--- config.mk ---
export PLATFORM = sky130hd
export DESIGN_NAME = addr_mar_gen
export DESIGN_NICKNAME = d
export VERILOG_FILES = /design/src/rtl/addr_mar_gen.sv
export SDC_FILE = /design/constraint.sdc
export NUM_CORES = 1
export LEC_CHECK = 0
export CORE_MARGIN = 2
export CORE_UTILIZATION = 44
export CTS_BUF_LIST = sky130_fd_sc_hd__clkbuf_8
export DETAILED_ROUTE_END_ITERATION = 10
export GPL_ROUTABILITY_DRIVEN = 1
export PLACE_DENSITY = 0.79
export SETUP_SLACK_MARGIN = 0.02
export SLEW_MARGIN = 0
export SYNTH_ARGS = -nofsm -noshare
export SYNTH_HDL_FRONTEND = slang
export SYNTH_SLANG_ARGS = --single-unit
export TNS_END_PERCENT = 10
--- constraint.sdc ---
create_clock -name clock -period 2 [get_ports clock]
set_clock_uncertainty 0.15 [all_clocks]
set_input_delay 0.4 -clock clock [delete_from_list [all_inputs] [get_ports clock]]
set_output_delay 0.4 -clock clock [all_outputs]
set_load 0.1 [all_outputs]
--- src/rtl/addr_mar_gen.sv ---
// Memory address register for the down-sampling datapath, with a decimating
// source read pointer and a unit-stride destination write pointer.
module addr_mar_gen #(
    parameter int unsigned ROW_W    = 8,
    parameter int unsigned COL_W    = 8,
    parameter int unsigned ADDR_W   = ROW_W + COL_W,
    parameter int unsigned SRC_ROWS = 256,
    parameter int unsigned SRC_COLS = 256,
    parameter int unsigned STEP     = 2
) (
    input  logic              clock,
    input  logic              resetn,
    input  logic [ADDR_W-1:0] ac_in,
    input  logic [1:0]        mar_sel,
    input  logic              init,
    input  logic              rd_step,
    input  logic              wr_step,
    output logic [ADDR_W-1:0] mar_out,
    output logic [ROW_W-1:0]  rd_row,
    output logic [COL_W-1:0]  rd_col,
    output logic [ROW_W-1:0]  wr_row,
    output logic [COL_W-1:0]  wr_col,
    output logic              rd_done,
    output logic              wr_done
);

    // One extra bit on every compare so a limit of 2^W is representable.
    localparam int unsigned ROW_CW = ROW_W + 1;
    localparam int unsigned COL_CW = COL_W + 1;

    localparam logic [ROW_W:0] RD_ROW_LIM = ROW_CW'(SRC_ROWS);
    localparam logic [COL_W:0] RD_COL_LIM = COL_CW'(SRC_COLS);
    localparam logic [ROW_W:0] RD_ROW_INC = ROW_CW'(STEP);
    localparam logic [COL_W:0] RD_COL_INC = COL_CW'(STEP);

    localparam logic [ROW_W:0] WR_ROW_LIM = ROW_CW'(SRC_ROWS / STEP);
    localparam logic [COL_W:0] WR_COL_LIM = COL_CW'(SRC_COLS / STEP);
    localparam logic [ROW_W:0] WR_ROW_INC = ROW_CW'(1);
    localparam logic [COL_W:0] WR_COL_INC = COL_CW'(1);

    localparam logic [1:0] SEL_HOLD = 2'b00;
    localparam logic [1:0] SEL_AC   = 2'b01;
    localparam logic [1:0] SEL_RD   = 2'b10;
    localparam logic [1:0] SEL_WR   = 2'b11;

    logic [ROW_W:0]      rd_row_inc_c;
    logic [COL_W:0]      rd_col_inc_c;
    logic [ROW_W:0]      wr_row_inc_c;
    logic [COL_W:0]      wr_col_inc_c;

    logic [ADDR_W-1:0]   mar_nxt_c;
    logic [ROW_W-1:0]    rd_row_nxt_c;
    logic [COL_W-1:0]    rd_col_nxt_c;
    logic                rd_done_nxt_c;
    logic [ROW_W-1:0]    wr_row_nxt_c;
    logic [COL_W-1:0]    wr_col_nxt_c;
    logic                wr_done_nxt_c;

    assign rd_row_inc_c = {1'b0, rd_row} + RD_ROW_INC;
    assign rd_col_inc_c = {1'b0, rd_col} + RD_COL_INC;
    assign wr_row_inc_c = {1'b0, wr_row} + WR_ROW_INC;
    assign wr_col_inc_c = {1'b0, wr_col} + WR_COL_INC;

    // MAR source mux; pointer selections see the pre-step register values.
    always_comb begin
        mar_nxt_c = mar_out;
        case (mar_sel)
            SEL_HOLD: mar_nxt_c = mar_out;
            SEL_AC:   mar_nxt_c = ac_in;
            SEL_RD:   mar_nxt_c = {rd_row, rd_col};
            SEL_WR:   mar_nxt_c = {wr_row, wr_col};
            default:  mar_nxt_c = mar_out;
        endcase
    end

    // Read pointer: raster walk over the source image in STEP strides.
    always_comb begin
        rd_row_nxt_c  = rd_row;
        rd_col_nxt_c  = rd_col;
        rd_done_nxt_c = rd_done;
        if (init) begin
            rd_row_nxt_c  = '0;
            rd_col_nxt_c  = '0;
            rd_done_nxt_c = 1'b0;
        end else if (rd_step && !rd_done) begin
            if (rd_col_inc_c < RD_COL_LIM) begin
                rd_col_nxt_c = rd_col_inc_c[COL_W-1:0];
            end else if (rd_row_inc_c < RD_ROW_LIM) begin
                rd_col_nxt_c = '0;
                rd_row_nxt_c = rd_row_inc_c[ROW_W-1:0];
            end else begin
                rd_done_nxt_c = 1'b1;
            end
        end
    end

    // Write pointer: raster walk over the decimated destination image.
    always_comb begin
        wr_row_nxt_c  = wr_row;
        wr_col_nxt_c  = wr_col;
        wr_done_nxt_c = wr_done;
        if (init) begin
            wr_row_nxt_c  = '0;
            wr_col_nxt_c  = '0;
            wr_done_nxt_c = 1'b0;
        end else if (wr_step && !wr_done) begin
            if (wr_col_inc_c < WR_COL_LIM) begin
                wr_col_nxt_c = wr_col_inc_c[COL_W-1:0];
            end else if (wr_row_inc_c < WR_ROW_LIM) begin
                wr_col_nxt_c = '0;
                wr_row_nxt_c = wr_row_inc_c[ROW_W-1:0];
            end else begin
                wr_done_nxt_c = 1'b1;
            end
        end
    end

    always_ff @(posedge clock) begin
        if (!resetn) begin
            mar_out <= '0;
            rd_row  <= '0;
            rd_col  <= '0;
            rd_done <= 1'b0;
            wr_row  <= '0;
            wr_col  <= '0;
            wr_done <= 1'b0;
        end else begin
            mar_out <= mar_nxt_c;
            rd_row  <= rd_row_nxt_c;
            rd_col  <= rd_col_nxt_c;
            rd_done <= rd_done_nxt_c;
            wr_row  <= wr_row_nxt_c;
            wr_col  <= wr_col_nxt_c;
            wr_done <= wr_done_nxt_c;
        end
    end

endmodule
### Word level (Yosys, flattened, before mapping)

Cells that the tools add are included.

* $add $sub $neg: 4
* reductions and logical operators: 14
* $lt $le $gt $ge: 4
* equal/unequal tests: 3
* bitwise operators: 5
* muxes and demuxes: 5

Operators by type and width (count)
* $pmux W16 S3: 1
* $mux W8: 4
* $add A8 B1 Y9 const B: 2
* $add A8 B2 Y9 const B: 2
* $lt A9 B8 Y1 const B: 2
* $lt A9 B9 Y1 const B: 2
* $reduce_and A3 Y1: 4
* $not A1 Y1: 5
* $eq A2 B2 Y1 const B: 2
* $reduce_and A2 Y1: 2
* $reduce_bool A2 Y1: 2
* $eq A2 B1 Y1 const B: 1
* $logic_and A1 B1 Y1: 2
* $logic_not A1 Y1: 2
* $logic_not A2 Y1: 1
* $reduce_or A2 Y1: 1

* input bits: 23
* output and inout port bits: 50
* register bits: 50
* word-level logic and storage cells: 42

### Longest topological paths before layout

* word-level depth: 4
* depth in mapped cells: 7
* mapped depth without buffers: 6

### Worst setup path before layout

OpenSTA, ideal clock, no wires.

* path kind: register to register
* start: reg wr_row[0]
* end: reg wr_row[5]
* arrival: 2454 ps
* cell stages (with the launch flop): 6
* clock period less this slack: 2674 ps
* path slack: -674 ps
* library setup time: 70 ps
* buffers on the path: 0
* data required time: 1780 ps
* cells stage by stage: dfxtp_1 > and3_1 > and3_4 > mux2_4 > or4_1 > a21oi_1

* longest elaborated chain between the ends: 3

Ends and longest elaborated chain
* from (decl): line 21 `output logic [ROW_W-1:0] wr_row,`
* from (signal assigned): line 132 `wr_row <= wr_row_nxt_c;`
* $add A8 B1 Y9 (*): line 61 `assign wr_row_inc_c = {1'b0, wr_row} + WR_ROW_INC;`
* $lt A9 B8 Y1: line 109 `end else if (wr_row_inc_c < WR_ROW_LIM) begin`
* $reduce_and A3 Y1 (no line)

Mark *: on every way between the ends. The rest lies on a longest branch, timed or not.
A chain may end at the register's enable or synchronous reset.

### Worst setup path in the final report

* start: reg wr_row[1]
* end: reg wr_row[2]

Same word-level chain as after synthesis.

==> tab_implementation.tex <==
\begin{tabular}{lr}
\hline
Metric & Value \\
\hline
\multicolumn{2}{l}{\textbf{Status}} \\
\quad Status & finished clean \\
\multicolumn{2}{l}{\textbf{Floorplan}} \\
\quad Core ar. & 5410 µm² \\
\quad Starting Density & 44.9\% \\
\quad Die Width & 78.2 µm \\
\quad \# IOs & 73 \\
\quad Chip Height & 78.2 µm \\
\quad Std cell rows & 27 \\
\quad Floorplan die area & 6120 µm² \\
\multicolumn{2}{l}{\textbf{Setup path}} \\
\quad Cell type of the slowest stage on the worst timing path & sky130\_fd\_sc\_hd\_\_or4\_1 \\
\quad Source of the worst register-to-register timing path & wr\_row[1]\$\_SDFFE\_PP0P\_ \\
\quad WP data arrival & 2.04 ns \\
\quad Worst path most repeated cell & sky130\_fd\_sc\_hd\_\_and3\_4 \\
\quad Critical Path, Cell by Cell & and3\_4 -> and3\_4 -> mux2\_4 -> or4\_1 -> a21oi\_1 \\
\quad Sort of element at the end of the critical path & flop \\
\quad Launching instance or port of the critical path & wr\_row[1]\$\_SDFFE\_PP0P\_ \\
\quad Critical Path Fanout Max & 7 \\
\quad Maximum cell stage delay along the critical path & 0.48 ns \\
\quad Setup CP Type & flop to flop \\
\quad CP Launch Type & flop \\
\quad Worst EP required & 2.08 ns \\
\quad R2R cell count & 5 \\
\multicolumn{2}{l}{\textbf{Synthesis}} \\
\quad Netlist area before placement & 2420 µm² \\
\quad Share of the synthesized area in the top cell type & 39.6\% \\
\quad Yosys cell types & 45 \\
\quad Fraction of registers with async set or reset after synthesis & 0\% \\
\quad Count leader, synth & sky130\_fd\_sc\_hd\_\_dfxtp\_1 \\
\quad Commonest cells post-synth & 48 x sky130\_fd\_sc\_hd\_\_dfxtp\_1, 22 x sky130\_fd\_sc\_hd\_\_nor2\_1, 16 x sky130\_fd\_sc\_hd\_\_a21oi\_1, 16 x sky130\_fd\_sc\_hd\_\_and2\_1, 16 x sky130\_fd\_sc\_hd\_\_nand3\_1 \\
\quad Mean instance size in the synthesized netlist & 9.62 µm² \\
\quad Count of mapped cells out of synthesis & 252 \\
\quad Cell type with the largest total area after synthesis & sky130\_fd\_sc\_hd\_\_dfxtp\_1 \\
\quad Flip-flop and latch count after synthesis & 48 \\
\quad Total number of yosys warnings & 0 \\
\quad Ranking of synthesized cells by area & sky130\_fd\_sc\_hd\_\_dfxtp\_1 40\%, sky130\_fd\_sc\_hd\_\_mux4\_2 12\%, sky130\_fd\_sc\_hd\_\_and2\_1 4.1\% \\
\quad Number of enable-type register cells in the synthesized netlist & 0 \\
\quad Most common flop cell mapped by yosys & sky130\_fd\_sc\_hd\_\_dfxtp\_1 \\
\quad Sequential element share of the synthesized area & 39.6\% \\
\multicolumn{2}{l}{\textbf{Routing}} \\
\quad Drt first pass iters & 4 \\
\quad Detailed router's first-iteration violation count & 228 \\
\quad Number of vias per cell & 5.71 \\
\quad Number of routed nets with antenna violations & 0 \\
\quad Via count & 2,387 \\
\quad Average routed wire per standard cell & 17.2 µm \\
\quad Total wire length & 7190 µm \\
\quad DRC violations left & 0 \\
\multicolumn{2}{l}{\textbf{Placed design}} \\
\quad Global placer's final weighted congestion & 0.828 \\
\quad Port Buf Inserts & 70 \\
\quad DPL Wire Length & 5560 µm \\
\quad Post-Place Worst Slack & -0.310 ns \\
\multicolumn{2}{l}{\textbf{Min path}} \\
\quad Hold path startpoint & wr\_col[7]\$\_SDFFE\_PP0P\_ \\
\quad Hold WC Path Type & flop to flop \\
\quad Cells on Worst Hold Path & 2 \\
\multicolumn{2}{l}{\textbf{STA}} \\
\quad Number of hold violations in the final report & 0 \\
\quad Period Utilization, post-route & 98.1\% \\
\quad Final Max Tran Viols & 0 \\
\quad Unrepaired setup endpoints after global routing & true \\
\quad Max Fclk & 0.510 GHz \\
\quad Number of failing setup endpoints in the final timing report & 0 \\
\quad Setup WS post-layout & 0.0379 ns \\
\quad Tmin final & 1.96 ns \\
\multicolumn{2}{l}{\textbf{Global routing}} \\
\quad Via count of the first global-routing pass & 2,312 \\
\quad Overall track demand over capacity in global routing & 23.5\% \\
\quad Number of antenna violations at the first check in global routing & 0 \\
\quad Wire length of the first global-routing pass & 11,300 µm \\
\quad Largest net degree at the start of global routing & 16 \\
\quad Sum of overflow across all layers after global routing & 0 \\
\multicolumn{2}{l}{\textbf{Finish}} \\
\quad Total inserted antenna cells & 0 \\
\quad Sequential cell area & 1040 µm² \\
\quad Number of inserted filler cells in the final layout & 327 \\
\quad Area overhead of the layout relative to synthesis & 68.6\% \\
\quad Post-Route Utilization & 75.6\% \\
\quad Share of cells above drive strength 1 & 41.3\% \\
\quad NumNets Final & 372 \\
\quad Combined area of the multi-input logic cells & 1460 µm² \\
\multicolumn{2}{l}{\textbf{Clock network}} \\
\quad Register clock-pin slew on the reported worst setup and hold paths & 0.08 ns \\
\quad Max Root-Sink Buffers & 2 \\
\quad CTS tree & done \\
\quad Number of levels in the clock H-tree & 2 \\
\quad Clock tree root buffer cell & sky130\_fd\_sc\_hd\_\_clkbuf\_8 \\
\quad Source-to-sink clock delay at the later pin of the worst-skew pair & 0.29 ns \\
\quad Clock sink total & 48 \\
\quad Number of buffers added by the clock tree synthesis step & 5 \\
\multicolumn{2}{l}{\textbf{Pwr}} \\
\quad Peak supply drop & 0.264 mV \\
\quad Leakage component of the power & 0.00151 µW \\
\quad Pwr Total & 1850 µW \\
\quad Power density over cell area & 452 nW/µm² \\
\multicolumn{2}{l}{\textbf{Flow run}} \\
\quad Max-cap viol count & 0 \\
\hline
\end{tabular}
==> critical path: cells and delay by family (launching register included) <==
kind               cells  cell delay [ns]
AOI/OAI and AO/OA      1             0.14
and+or+nand+nor        3             0.88
DFF                    1             0.38
muxes                  1             0.35
==> final cells by class <==
| class | count | share of cell area (%) |
|---|---|---|
| Timing Repair Buffer | 97 | 34.5 |
| Inverter | 4 | 0.367 |
| Multi-Input combinational cell | 189 | 35.6 |
| Tap cell | 72 | 2.20 |
| Clock buffer | 5 | 1.68 |
| Clock inverter | 3 | 0.275 |
| Sequential cell | 48 | 25.4 |
==> what timing repair did <==
action | 4_1_cts | 5_1_grt
gates resized for setup | 1 | 7
setup buffers | 0 | 1
pin swaps | 1 | 3
hold buffers | 0 | 0
endpoints found under the setup margin | 2 | 9
gates cloned | 0 | 1
==> metrics by stage <==
stage          TNS (ns)  hold slack [ns]  cell area [µm²]  std cells
2_1_floorplan    -0.505            0.372             2530        253
3_3_place_gp      -1.70            0.335             3960        408
3_5_place_dp      -3.13            0.363             3960        408
4_1_cts               0            0.383             4050        416
5_1_grt         -0.0397            0.405             4090        418
6_report              0            0.386             4090        418
==> worst paths after layout <==
path / endpoint / slack, ns
worst min register to register: wr_col[7]$_SDFFE_PP0P_ / 0.39
worst max-delay path: wr_row[2]$_SDFFE_PP0P_ / 0.04
worst max register to register: wr_row[2]$_SDFFE_PP0P_ / 0.04
worst min-delay path: wr_col[7]$_SDFFE_PP0P_ / 0.39
==> per-layer routing <==
metal	GRT usage [%]	vias up	wire, µm
met2	42.9	95	3860
met4	5.79	0	42
met5	0	-	0
met3	4.94	4	444
met1	28.0	1172	2840
li1	-	1116	-
==> power breakdown <==
group	switching (µW)	leakage, µW	internal (µW)
registers	19.5	0.000409	950
logic	188	0.00106	154
clock network	303	0.0000482	234
==> logic make-up after synthesis <==
family          synth area share, %
simple gates                   24.1
compound gates                 11.2
fa+ha+maj                      2.06
mux                            15.4
flops                          39.6
other cells                   0.155
xor+xnor                       4.33
buf+inv                        3.04
==> flip-flops by register name, indices dropped and copies added, names as in the netlist <==
| name | count |
|---|---|
| wr_done | 1 |
| wr_col | 8 |
| rd_done | 1 |
| rd_row | 7 |
| rd_col | 7 |
| mar_out | 16 |
| wr_row | 8 |
==> placed cells by master (no fill, tap or decap), types with 4 or more instances in the layout <==
cell type	n
sky130_fd_sc_hd__buf_12	50
sky130_fd_sc_hd__buf_4	25
sky130_fd_sc_hd__clkdlybuf4s50_1	22
sky130_fd_sc_hd__nor2_1	21
sky130_fd_sc_hd__dfxtp_1	17
sky130_fd_sc_hd__nand3_1	16
sky130_fd_sc_hd__and2_1	16
sky130_fd_sc_hd__dfxtp_2	16
sky130_fd_sc_hd__nand2_1	15
sky130_fd_sc_hd__dfxtp_4	15
sky130_fd_sc_hd__a21oi_1	14
sky130_fd_sc_hd__mux4_2	13
sky130_fd_sc_hd__o21ai_0	9
sky130_fd_sc_hd__xor2_1	8
sky130_fd_sc_hd__inv_1	6
sky130_fd_sc_hd__nand4_1	5
sky130_fd_sc_hd__o211ai_1	5
sky130_fd_sc_hd__clkbuf_8	5
sky130_fd_sc_hd__xnor2_1	4
sky130_fd_sc_hd__mux2i_1	4
sky130_fd_sc_hd__o31ai_1	4
No activity file was read; power rests on OpenSTA's default activity.
